**config.mk**
```make
export PLATFORM = sky130hd
export DESIGN_NAME = spram_uart_dump
export DESIGN_NICKNAME = d
export VERILOG_FILES = /design/src/rtl/spram_uart_dump_pkg.sv /design/src/rtl/spram_uart_dump.sv
export SDC_FILE = /design/constraint.sdc
export NUM_CORES = 1
export LEC_CHECK = 0
export ABC_CLOCK_PERIOD_IN_PS = 2700
export CAP_MARGIN = 20
export CORE_MARGIN = 1.5
export CORE_UTILIZATION = 45
export DETAILED_ROUTE_END_ITERATION = 6
export PLACE_DENSITY = 0.72
export RECOVER_POWER = 100
export SLEW_MARGIN = 10
export SYNTH_ARGS = -nofsm -noshare
export SYNTH_HDL_FRONTEND = slang
export SYNTH_SLANG_ARGS = --single-unit
```
**constraint.sdc**
```tcl
create_clock -name clock -period 2.7 [get_ports clock]
set_input_delay 0.54 -clock clock [delete_from_list [all_inputs] [get_ports clock]]
set_output_delay 0.54 -clock clock [all_outputs]
set_load 0.02 [all_outputs]
```
**src/rtl/spram_uart_dump_pkg.sv**
```systemverilog
// Shared SPRAM geometry and dump/load FSM encoding, reused by the future uart_rx -> SPRAM loader.
package spram_uart_dump_pkg;

  localparam int unsigned SPRAM_ADDR_WIDTH = 14;
  localparam int unsigned SPRAM_DATA_WIDTH = 16;
  localparam int unsigned SPRAM_DEPTH      = 16384;

  typedef enum logic [2:0] {
    ST_IDLE        = 3'd0,
    ST_FETCH       = 3'd1,
    ST_WAIT        = 3'd2,
    ST_SEND_FIRST  = 3'd3,
    ST_SEND_SECOND = 3'd4,
    ST_FINISH      = 3'd5
  } dump_state_e;

  // Select the high or low byte of a 16-bit SPRAM word.
  function automatic logic [7:0] pick_byte(input logic [15:0] word, input logic high);
    return high ? word[15:8] : word[7:0];
  endfunction

endpackage

```
**src/rtl/spram_uart_dump.sv**
```systemverilog
// Streams a contiguous range of SPRAM words to uart_tx as byte pairs, hiding the SPRAM read latency.
module spram_uart_dump
  import spram_uart_dump_pkg::*;
#(
  parameter int unsigned ADDR_WIDTH = SPRAM_ADDR_WIDTH,
  parameter int unsigned DATA_WIDTH = SPRAM_DATA_WIDTH,
  parameter bit          HIGH_FIRST = 1'b0
) (
  input  logic                  clock,
  input  logic                  reset_n,
  input  logic                  start,
  input  logic [ADDR_WIDTH-1:0] start_address,
  input  logic [ADDR_WIDTH:0]   word_count,
  output logic [ADDR_WIDTH-1:0] mem_address,
  input  logic [DATA_WIDTH-1:0] mem_data,
  output logic [7:0]            byte_to_send,
  output logic                  valid,
  input  logic                  ready,
  output logic                  busy,
  output logic                  done
);

  dump_state_e           state, state_next;
  logic [ADDR_WIDTH-1:0] address_next;
  logic [ADDR_WIDTH:0]   remaining, remaining_next;
  logic [DATA_WIDTH-1:0] word, word_next;
  logic [7:0]            byte_next;
  logic                  valid_next, busy_next, done_next;

  // State, datapath and outputs all registered; outputs follow the next state so they align with it.
  always_ff @(posedge clock or negedge reset_n) begin
    if (!reset_n) begin
      state        <= ST_IDLE;
      mem_address  <= '0;
      remaining    <= '0;
      word         <= '0;
      byte_to_send <= 8'h00;
      valid        <= 1'b0;
      busy         <= 1'b0;
      done         <= 1'b0;
    end else begin
      state        <= state_next;
      mem_address  <= address_next;
      remaining    <= remaining_next;
      word         <= word_next;
      byte_to_send <= byte_next;
      valid        <= valid_next;
      busy         <= busy_next;
      done         <= done_next;
    end
  end

  // Next-state and datapath decode; SEND states only advance on ready since valid is high there.
  always_comb begin
    state_next     = state;
    address_next   = mem_address;
    remaining_next = remaining;
    word_next      = word;
    byte_next      = byte_to_send;

    case (state)
      ST_IDLE: begin
        if (start) begin
          if (word_count != '0) begin
            address_next   = start_address;
            remaining_next = word_count;
            state_next     = ST_FETCH;
          end else begin
            state_next = ST_FINISH;
          end
        end
      end
      ST_FETCH: state_next = ST_WAIT;
      ST_WAIT: begin
        word_next  = mem_data;
        byte_next  = pick_byte(mem_data[15:0], HIGH_FIRST);
        state_next = ST_SEND_FIRST;
      end
      ST_SEND_FIRST: begin
        if (ready) begin
          byte_next  = pick_byte(word[15:0], !HIGH_FIRST);
          state_next = ST_SEND_SECOND;
        end
      end
      ST_SEND_SECOND: begin
        if (ready) begin
          if (remaining == (ADDR_WIDTH+1)'(1)) begin
            state_next = ST_FINISH;
          end else begin
            remaining_next = remaining - (ADDR_WIDTH+1)'(1);
            address_next   = mem_address + ADDR_WIDTH'(1);
            state_next     = ST_FETCH;
          end
        end
      end
      ST_FINISH: state_next = ST_IDLE;
      default:   state_next = ST_IDLE;
    endcase

    valid_next = (state_next == ST_SEND_FIRST) || (state_next == ST_SEND_SECOND);
    busy_next  = (state_next != ST_IDLE);
    done_next  = (state_next == ST_FINISH);
  end

endmodule

```
# Word-level counts from Yosys, hierarchy flattened
# Index checks and enable logic that the tools add are counted.
dict set report word_totals {
  reg_bits 59
  out_inout_bits 25
  wordCells 49
  input_bits 49
}
dict set report op_classes {
  addsub 2
  n_eq_ne 13
  reduce_logical 8
  mux 18
}
# op n
set ops {}
lappend ops {{$mux W15} 4}
lappend ops {{$mux W14} 4}
lappend ops {{$pmux W15 S2} 1}
lappend ops {{$pmux W14 S2} 1}
lappend ops {{$pmux W8 S2} 1}
lappend ops {{$eq A15 B1 Y1 const B} 1}
lappend ops {{$mux W3} 5}
lappend ops {{$pmux W3 S5} 1}
lappend ops {{$reduce_bool A15 Y1} 1}
lappend ops {{$sub A15 B1 Y15 const B} 1}
lappend ops {{$add A14 B1 Y14 const B} 1}
lappend ops {{$ne A2 B2 Y1 const B} 5}
lappend ops {{$eq A3 B2 Y1 const B} 3}
lappend ops {{$eq A3 B3 Y1 const B} 3}
lappend ops {{$mux W8} 1}
lappend ops {{$reduce_and A5 Y1} 1}
lappend ops {{$reduce_bool A2 Y1} 2}
lappend ops {{$eq A3 B1 Y1 const B} 1}
lappend ops {{$logic_not A3 Y1} 1}
lappend ops {{$reduce_bool A3 Y1} 1}
lappend ops {{$reduce_and A2 Y1} 1}
lappend ops {{$logic_or A1 B1 Y1} 1}

# Longest topological paths before layout
# Gate-level depths: netlist (run 1).
dict set report depth {
  ltp_word 6
  depth_mapped 9
  mapped_depth_nobuf 7
}

# Least setup slack after synthesis (run 1)
# Ideal clock, no wire load.
dict set report synth_timing {
  kind {flip-flop to flip-flop}
  start {register remaining[9]}
  end {register mem_address[10]}
  arrival_ps 1911
  path_slack_ps 659
  stages_incl_launch_ff 7
  path_buffers 1
  setup_ps 130
  path_cell_list {dfrtp_1 or4_4 o41ai_4 o21a_4 buf_6 a211oi_1 a2bb2oi_1}
}
dict set report synth_via {
  elab_chain_cells 3
}
# element line
set synth_lines {}
lappend synth_lines {{from (decl)} spram_uart_dump.sv:25} ;# logic [ADDR_WIDTH:0] remaining, remaining_next;
lappend synth_lines {{from (signal assigned)} spram_uart_dump.sv:44} ;# remaining <= remaining_next;
lappend synth_lines {{$eq A15 B1 Y1} spram_uart_dump.sv:87} ;# if (remaining == (ADDR_WIDTH+1)'(1)) begin
lappend synth_lines {{$ne A2 B2 Y1 (no source line)} -}
lappend synth_lines {{$reduce_and A5 Y1 (no source line)} -}
lappend synth_lines {{to (signal assigned)} spram_uart_dump.sv:43} ;# mem_address <= address_next;
lappend synth_lines {{to (decl)} spram_uart_dump.sv:14} ;# output logic [ADDR_WIDTH-1:0] mem_address,
# Every way passes these cells.
# A chain may end at the register's enable or synchronous reset.

# Final worst setup path (run 1)
# Same ends and word-level chain as after synthesis.

==> results of run 1 <==
==> worst max path at each step <==
stage          slack, ps                           to  cells past startpoint
3_5_place_dp         130    remaining[12]$_DFFE_PN0P_                      6
4_1_cts              270     remaining[5]$_DFFE_PN0P_                      5
5_1_grt              130  mem_address[10]$_DFFE_PN0P_                      6
3_3_place_gp         210     remaining[0]$_DFFE_PN0P_                      5
2_1_floorplan        660  mem_address[10]$_DFFE_PN0P_                      6
6_report             240  mem_address[10]$_DFFE_PN0P_                      6
==> routing by layer <==
layer	share of wire	wire length (um)	up-vias
met2	0.48	3580	82
met4	0.013	94	0
met5	0	0	-
li1	-	-	1326
met3	0.052	383	8
met1	0.45	3360	1290
==> power breakdown <==
part	switching [mW]	internal, mW
clock network	0.264	0.276
logic	1.03	0.821
registers	0.333	1.14
==> registers in the layout, indices dropped and copies added, names as in the netlist <==
register and flops:
busy 1, valid 1, remaining 15, byte_to_send 8, state 3, mem_address 14
done 1, word 8
==> cell families after synthesis <==
| logic type | count (synthesis) | synth area share |
|---|---|---|
| simple gates | 103 | 0.184 |
| mux | 17 | 0.0630 |
| buf+inv | 27 | 0.0416 |
| fa+ha+maj | 3 | 0.0131 |
| flops | 51 | 0.446 |
| compound gates | 117 | 0.252 |
==> layout make-up <==
type                    instances  area, um2
fillers                       529       2260
multi-input cells             240       1450
flip-flops and latches         51       1280
repair buffers                 81        796
well taps                      75       93.8
clock buffers                   5       68.8
clock inverters                 3       43.8
inverters                       8       30.0
==> stage by stage <==
step                instances  utilization  area, um2  worst slack [ps]  power (mW)
floorplan                 318            -       2860               659        2.66
global placement          455        0.612       3690               211        3.39
detailed placement        455        0.612       3690               129        3.43
CTS                       463        0.631       3800               273        3.97
global route              463        0.624       3760               129        4.17
finish                    463        0.624       3760               241        3.86
==> layout by cell type (no fill, tap or decap), types with 2 or more instances in the layout <==
cell type        instances
o21ai_0                 37
nand4_1                  6
nor4_1                   8
nor2_1                  17
o22ai_1                  4
mux2i_1                  9
buf_4                    2
clkbuf_1                 4
dlygate4sd3_1           27
dfrtp_1                 51
buf_12                   2
mux2_2                   8
ha_1                     3
nand2_1                 29
inv_1                    8
nor3_1                   8
a31oi_1                 17
and2_1                   3
nand2b_1                 6
a21oi_1                 31
clkbuf_8                 5
or4_4                    2
nand3_1                 13
clkdlybuf4s50_1         45
or2_2                    3
a22oi_1                  2
o31ai_1                  7
a31o_2                   2
a21o_1                   2
a211oi_1                 4
==> Yosys cell counts, types with 2 or more instances <==
master    instances
and2_1            3
nand2_1          29
a22oi_1           2
nand2b_1          6
nor3_1            8
mux2i_1           9
clkbuf_1         13
nor2_1           17
or4_4             2
a31oi_1          17
nand4_1           6
a21oi_1          31
a21o_1            2
a211oi_1          4
nor4_1            8
inv_1             8
o21ai_0          36
mux2_2            8
o22ai_1           4
a31o_2            2
o31ai_1           7
dfrtp_1          51
ha_1              3
nand3_1          13
or2_2             3
buf_6             2
buf_1             2
buf_2             2
==> critical path, cell delays in order, from the launching register on <==
cell and delay [ps]:
dfrtp_1 450, or4_4 600, o41ai_4 480, o21a_2 360, nor2_2 160, buf_12 180, a2bb2oi_1 130
==> results.py, run 1 <==
metrics = {
    "hold_path": {
        "hold_end": "byte_to_send[5]$_DFFE_PN0P_",
        "min_from": "byte_to_send[5]$_DFFE_PN0P_",
        "min_path_cells": 2,
        "hp-class": "reg2reg",
    },
    "global_route": {
        "grtUsageTotal": 0.229,
        "grt_max_degree": 42,
        "grt_pass1_wl_um": 11900,
        "first_global_vias": 2457,
        "top_usage_layer": "met2",
        "met1_usage": 0.322,
        "met2_usage": 0.360,
        "grt_overflow": 0,
        "antenna_found_initial": 0,
        "gr-usage-met3": 0.0473,
    },
    "cts": {
        "numCtsBuffers": 5,
        "cts_root_buffer": "clkbuf_8",
        "cts_hold_buf": 0,
        "cts-resized-gates": 0,
        "cts_tree": "done",
        "clk_latency_ps": 310,
        "clkSinkCount": 51,
        "clk_path_buf_depth": 2,
        "htree_levels": 2,
        "postCtsSetupRepairBufs": 0,
        "clk_transition_reported_paths_ps": 100,
    },
    "final_layout": {
        "nets": 439,
        "area.growth.synth_to_final_pct": 31.5,
        "diodes": 0,
        "post_route_cells_drive_above_1_share": 0.0851,
    },
    "sta": {
        "hold_viol": 0,
        "drv_slew": 0,
        "final.setup.tns_ps": 0,
        "tightest_slew_ps": 1420,
        "fin_hold_ws_ps": 480,
        "max_freq_mhz": 407,
        "max_slew_margin": 0.0558,
        "layout_min_cycle_time_ps": 2460,
        "finalCritPeriodShare": 0.911,
        "rsz0062_at_grt": "no",
        "finalSetupViolCount": 0,
        "finClkSkew_ps": 11.3,
    },
    "drt": {
        "firstDrtPassIters": 4,
        "vias": 2706,
        "drc": 0,
        "ant_nets": 0,
        "vias_per_cell": 5.84,
        "drt_wl_total_um": 7420,
        "wire_per_inst_um": 16.0,
        "drtIter0Drc": 180,
    },
    "logic_synthesis": {
        "syn-cell-area_um2": 2860,
        "ys_dominant_reg_cell": "dfrtp_1",
        "yosysTopAreaCell": "dfrtp_1",
        "yosysWarnings": 0,
        "async_flop_share": 1.00,
        "synthesis.nets": 370,
        "yosysSeqAreaShare": 0.446,
        "synth.distinct_cells": 48,
        "synth_top_area_frac": 0.446,
        "synth_edf_count": 0,
        "avgSynthCellArea_um2": 8.99,
        "synth_area_leaders": "dfrtp_1 (45%), o21ai_0 (6.3%), a21oi_1 (5.4%), nand2_1 (3.8%), a31oi_1 (3.7%)",
        "ys_ff_latch": 51,
        "synth_cells": 318,
    },
    "pwr": {
        "p_leak_nw": 1.49,
        "ir_drop_v": 0.000649,
        "p_per_area_nw_per_um2": 1030,
    },
    "status": {
        "run_status": "completed",
    },
    "place": {
        "dpl.hpwl_um": 5350,
        "routabilityCongestion": 0.860,
        "portBuffers": 73,
    },
    "critical_path": {
        "worstPathMaxFanout": 14,
        "endpoint_kind": "flip-flop",
        "critical_path_class": "reg2reg",
        "required_ps": 2920,
        "r2r_end": "mem_address[10]$_DFFE_PN0P_",
        "cp.arrival_ps": 2680,
        "crit-reg2reg-launch": "remaining[9]$_DFFE_PN0P_",
        "startpoint": "remaining[9]$_DFFE_PN0P_",
        "startpoint_type": "flip-flop",
        "r2r_cells": 6,
        "rrSetupSlack_ps": 240,
    },
    "floorplan": {
        "die-area_um2": 6840,
        "initial_core_util": 0.475,
        "rows": 28,
        "die_h_um": 82.7,
        "die_w_um": 82.7,
        "io_pins": 74,
        "coreArea_um2": 6030,
    },
    "flow_run": {
        "drv_cap": 0,
    },
}
No activity file was read; power rests on OpenSTA's default activity.
==> run 2: changes to the inputs <==
- CORE_UTILIZATION: 45 -> 36
- PLACE_DENSITY: 0.72 -> 0.59
==> results.py, run 2 (synthesis gave the netlist of run 1 again) <==
metrics = {
    "cts": {
        "cts-resized-gates": 0,
        "cts_hold_buf": 0,
        "htree_levels": 2,
        "postCtsSetupRepairBufs": 0,
        "numCtsBuffers": 5,
        "clk_transition_reported_paths_ps": 110,
        "clk_path_buf_depth": 2,
        "cts_root_buffer": "clkbuf_8",
        "clk_latency_ps": 310,
        "clkSinkCount": 51,
        "cts_tree": "done",
    },
    "sta": {
        "rsz0062_at_grt": "no",
        "hold_viol": 0,
        "max_slew_margin": 0.0911,
        "finalSetupViolCount": 0,
        "tightest_slew_ps": 1360,
        "final.setup.tns_ps": 0,
        "drv_slew": 0,
        "max_freq_mhz": 407,
        "finalCritPeriodShare": 0.910,
        "finClkSkew_ps": 12.4,
        "layout_min_cycle_time_ps": 2460,
    },
    "final_layout": {
        "area.growth.synth_to_final_pct": 31.3,
        "largest_register_ffs": 15,
        "post_route_cells_drive_above_1_share": 0.0827,
        "nets": 438,
        "regMostFlops": "remaining",
        "largestRegisters": "remaining x15, mem_address x14",
        "postLayoutCellArea_um2": 3750,
        "diodes": 0,
        "utilization": 0.486,
        "layout.cells.non_filler": 489,
        "final_common_cell": "dfrtp_1",
        "final_cell_mix": "dfrtp_1 (51), clkdlybuf4s50_1 (45), o21ai_0 (37), a21oi_1 (31), nand2_1 (29)",
    },
    "global_route": {
        "grtUsageTotal": 0.195,
        "grt_overflow": 0,
        "grt_max_degree": 33,
        "first_global_vias": 2697,
        "grt_pass1_wl_um": 13100,
        "antenna_found_initial": 0,
    },
    "pwr": {
        "ir_drop_v": 0.000369,
        "p_per_area_nw_per_um2": 1010,
        "p_leak_nw": 1.47,
    },
    "critical_path": {
        "worst_path_largest_cell_delay_ps": 610,
        "startpoint_type": "flip-flop",
        "worstPathMaxFanout": 20,
        "path_cells": "or4_4 -> o41ai_4 -> o21ai_2 -> nand2_2 -> o22ai_1",
        "rrSetupSlack_ps": 240,
        "endpoint_kind": "flip-flop",
        "critical_path_class": "reg2reg",
        "required_ps": 2880,
        "cp.arrival_ps": 2640,
        "slowest_stage": "or4_4",
    },
    "floorplan": {
        "die_h_um": 92.1,
        "initial_core_util": 0.370,
        "io_pins": 74,
        "coreArea_um2": 7730,
        "die-area_um2": 8490,
        "rows": 32,
        "die_w_um": 92.1,
    },
    "drt": {
        "ant_nets": 0,
        "firstDrtPassIters": 4,
        "drc": 0,
        "drtIter0Drc": 135,
        "vias_per_cell": 5.60,
        "vias": 2736,
        "drt_wl_total_um": 7900,
        "wire_per_inst_um": 16.2,
    },
    "hold_path": {
        "hp-class": "reg2reg",
    },
    "place": {
        "portBuffers": 73,
        "dpl.hpwl_um": 5530,
        "routabilityCongestion": 0.851,
        "placedCellCount": 481,
        "dpl-instance-area_um2": 3690,
    },
    "status": {
        "run_status": "completed",
    },
    "flow_run": {
        "drv_cap": 0,
    },
}
==> run 2: area by class of cell <==
type                            count  area (um2)
Sequential cell                    51        1280
Fill cell                         728        3970
Clock inverter                      3        26.3
Inverter                            8        30.0
Tap cell                          102         128
Multi-Input combinational cell    240        1470
Clock buffer                        5        68.8
Timing Repair Buffer               80         761
==> run 2: routing by layer <==
layer / vias to the layer above / track usage / wire (um)
met5: - / 0 / 0
met1: 1310 / 0.262 / 3660
met2: 92 / 0.314 / 3670
met4: 0 / 0.0590 / 97
met3: 8 / 0.0423 / 474
li1: 1326 / - / -
==> run 2: final timing paths <==
path,startpoint,end,cells past startpoint
worst max-delay path,remaining[9]$_DFFE_PN0P_,remaining[0]$_DFFE_PN0P_,5
worst min-delay path,byte_to_send[5]$_DFFE_PN0P_,byte_to_send[5]$_DFFE_PN0P_,2
worst max register to register,remaining[9]$_DFFE_PN0P_,remaining[0]$_DFFE_PN0P_,5
worst min register to register,byte_to_send[5]$_DFFE_PN0P_,byte_to_send[5]$_DFFE_PN0P_,2
max in group asynchronous,reset_n,remaining[0]$_DFFE_PN0P_,2
min in group asynchronous,reset_n,mem_address[4]$_DFFE_PN0P_,1
==> run 2: worst max-delay path: cells and delay by family (launching register included) <==
kind            cells  cell delay, ps
compound gates      3             970
simple gates        2             910
flops               1             460
==> run 2: where the power goes <==
part	switching (mW)	internal, mW
Combinational	1.04	0.800
Sequential	0.349	1.14
Clock	0.283	0.191
Total	1.67	2.13
==> run 2: through the flow <==
step           setup WS (ps)  total power, mW  hold slack [ps]
2_1_floorplan            659             2.66              244
3_3_place_gp            76.2             3.39              461
3_5_place_dp             110             3.42              474
4_1_cts                  240             3.91              238
5_1_grt                 89.9             4.10              513
6_report                 242             3.80              485
==> run 3: changes to the inputs <==
- CTS_BUF_LIST: unset -> sky130_fd_sc_hd__clkbuf_8
- GPL_ROUTABILITY_DRIVEN: unset -> 0
==> results of run 3 <==
The final DEF is identical to that of run 2; final timing and power are the same.
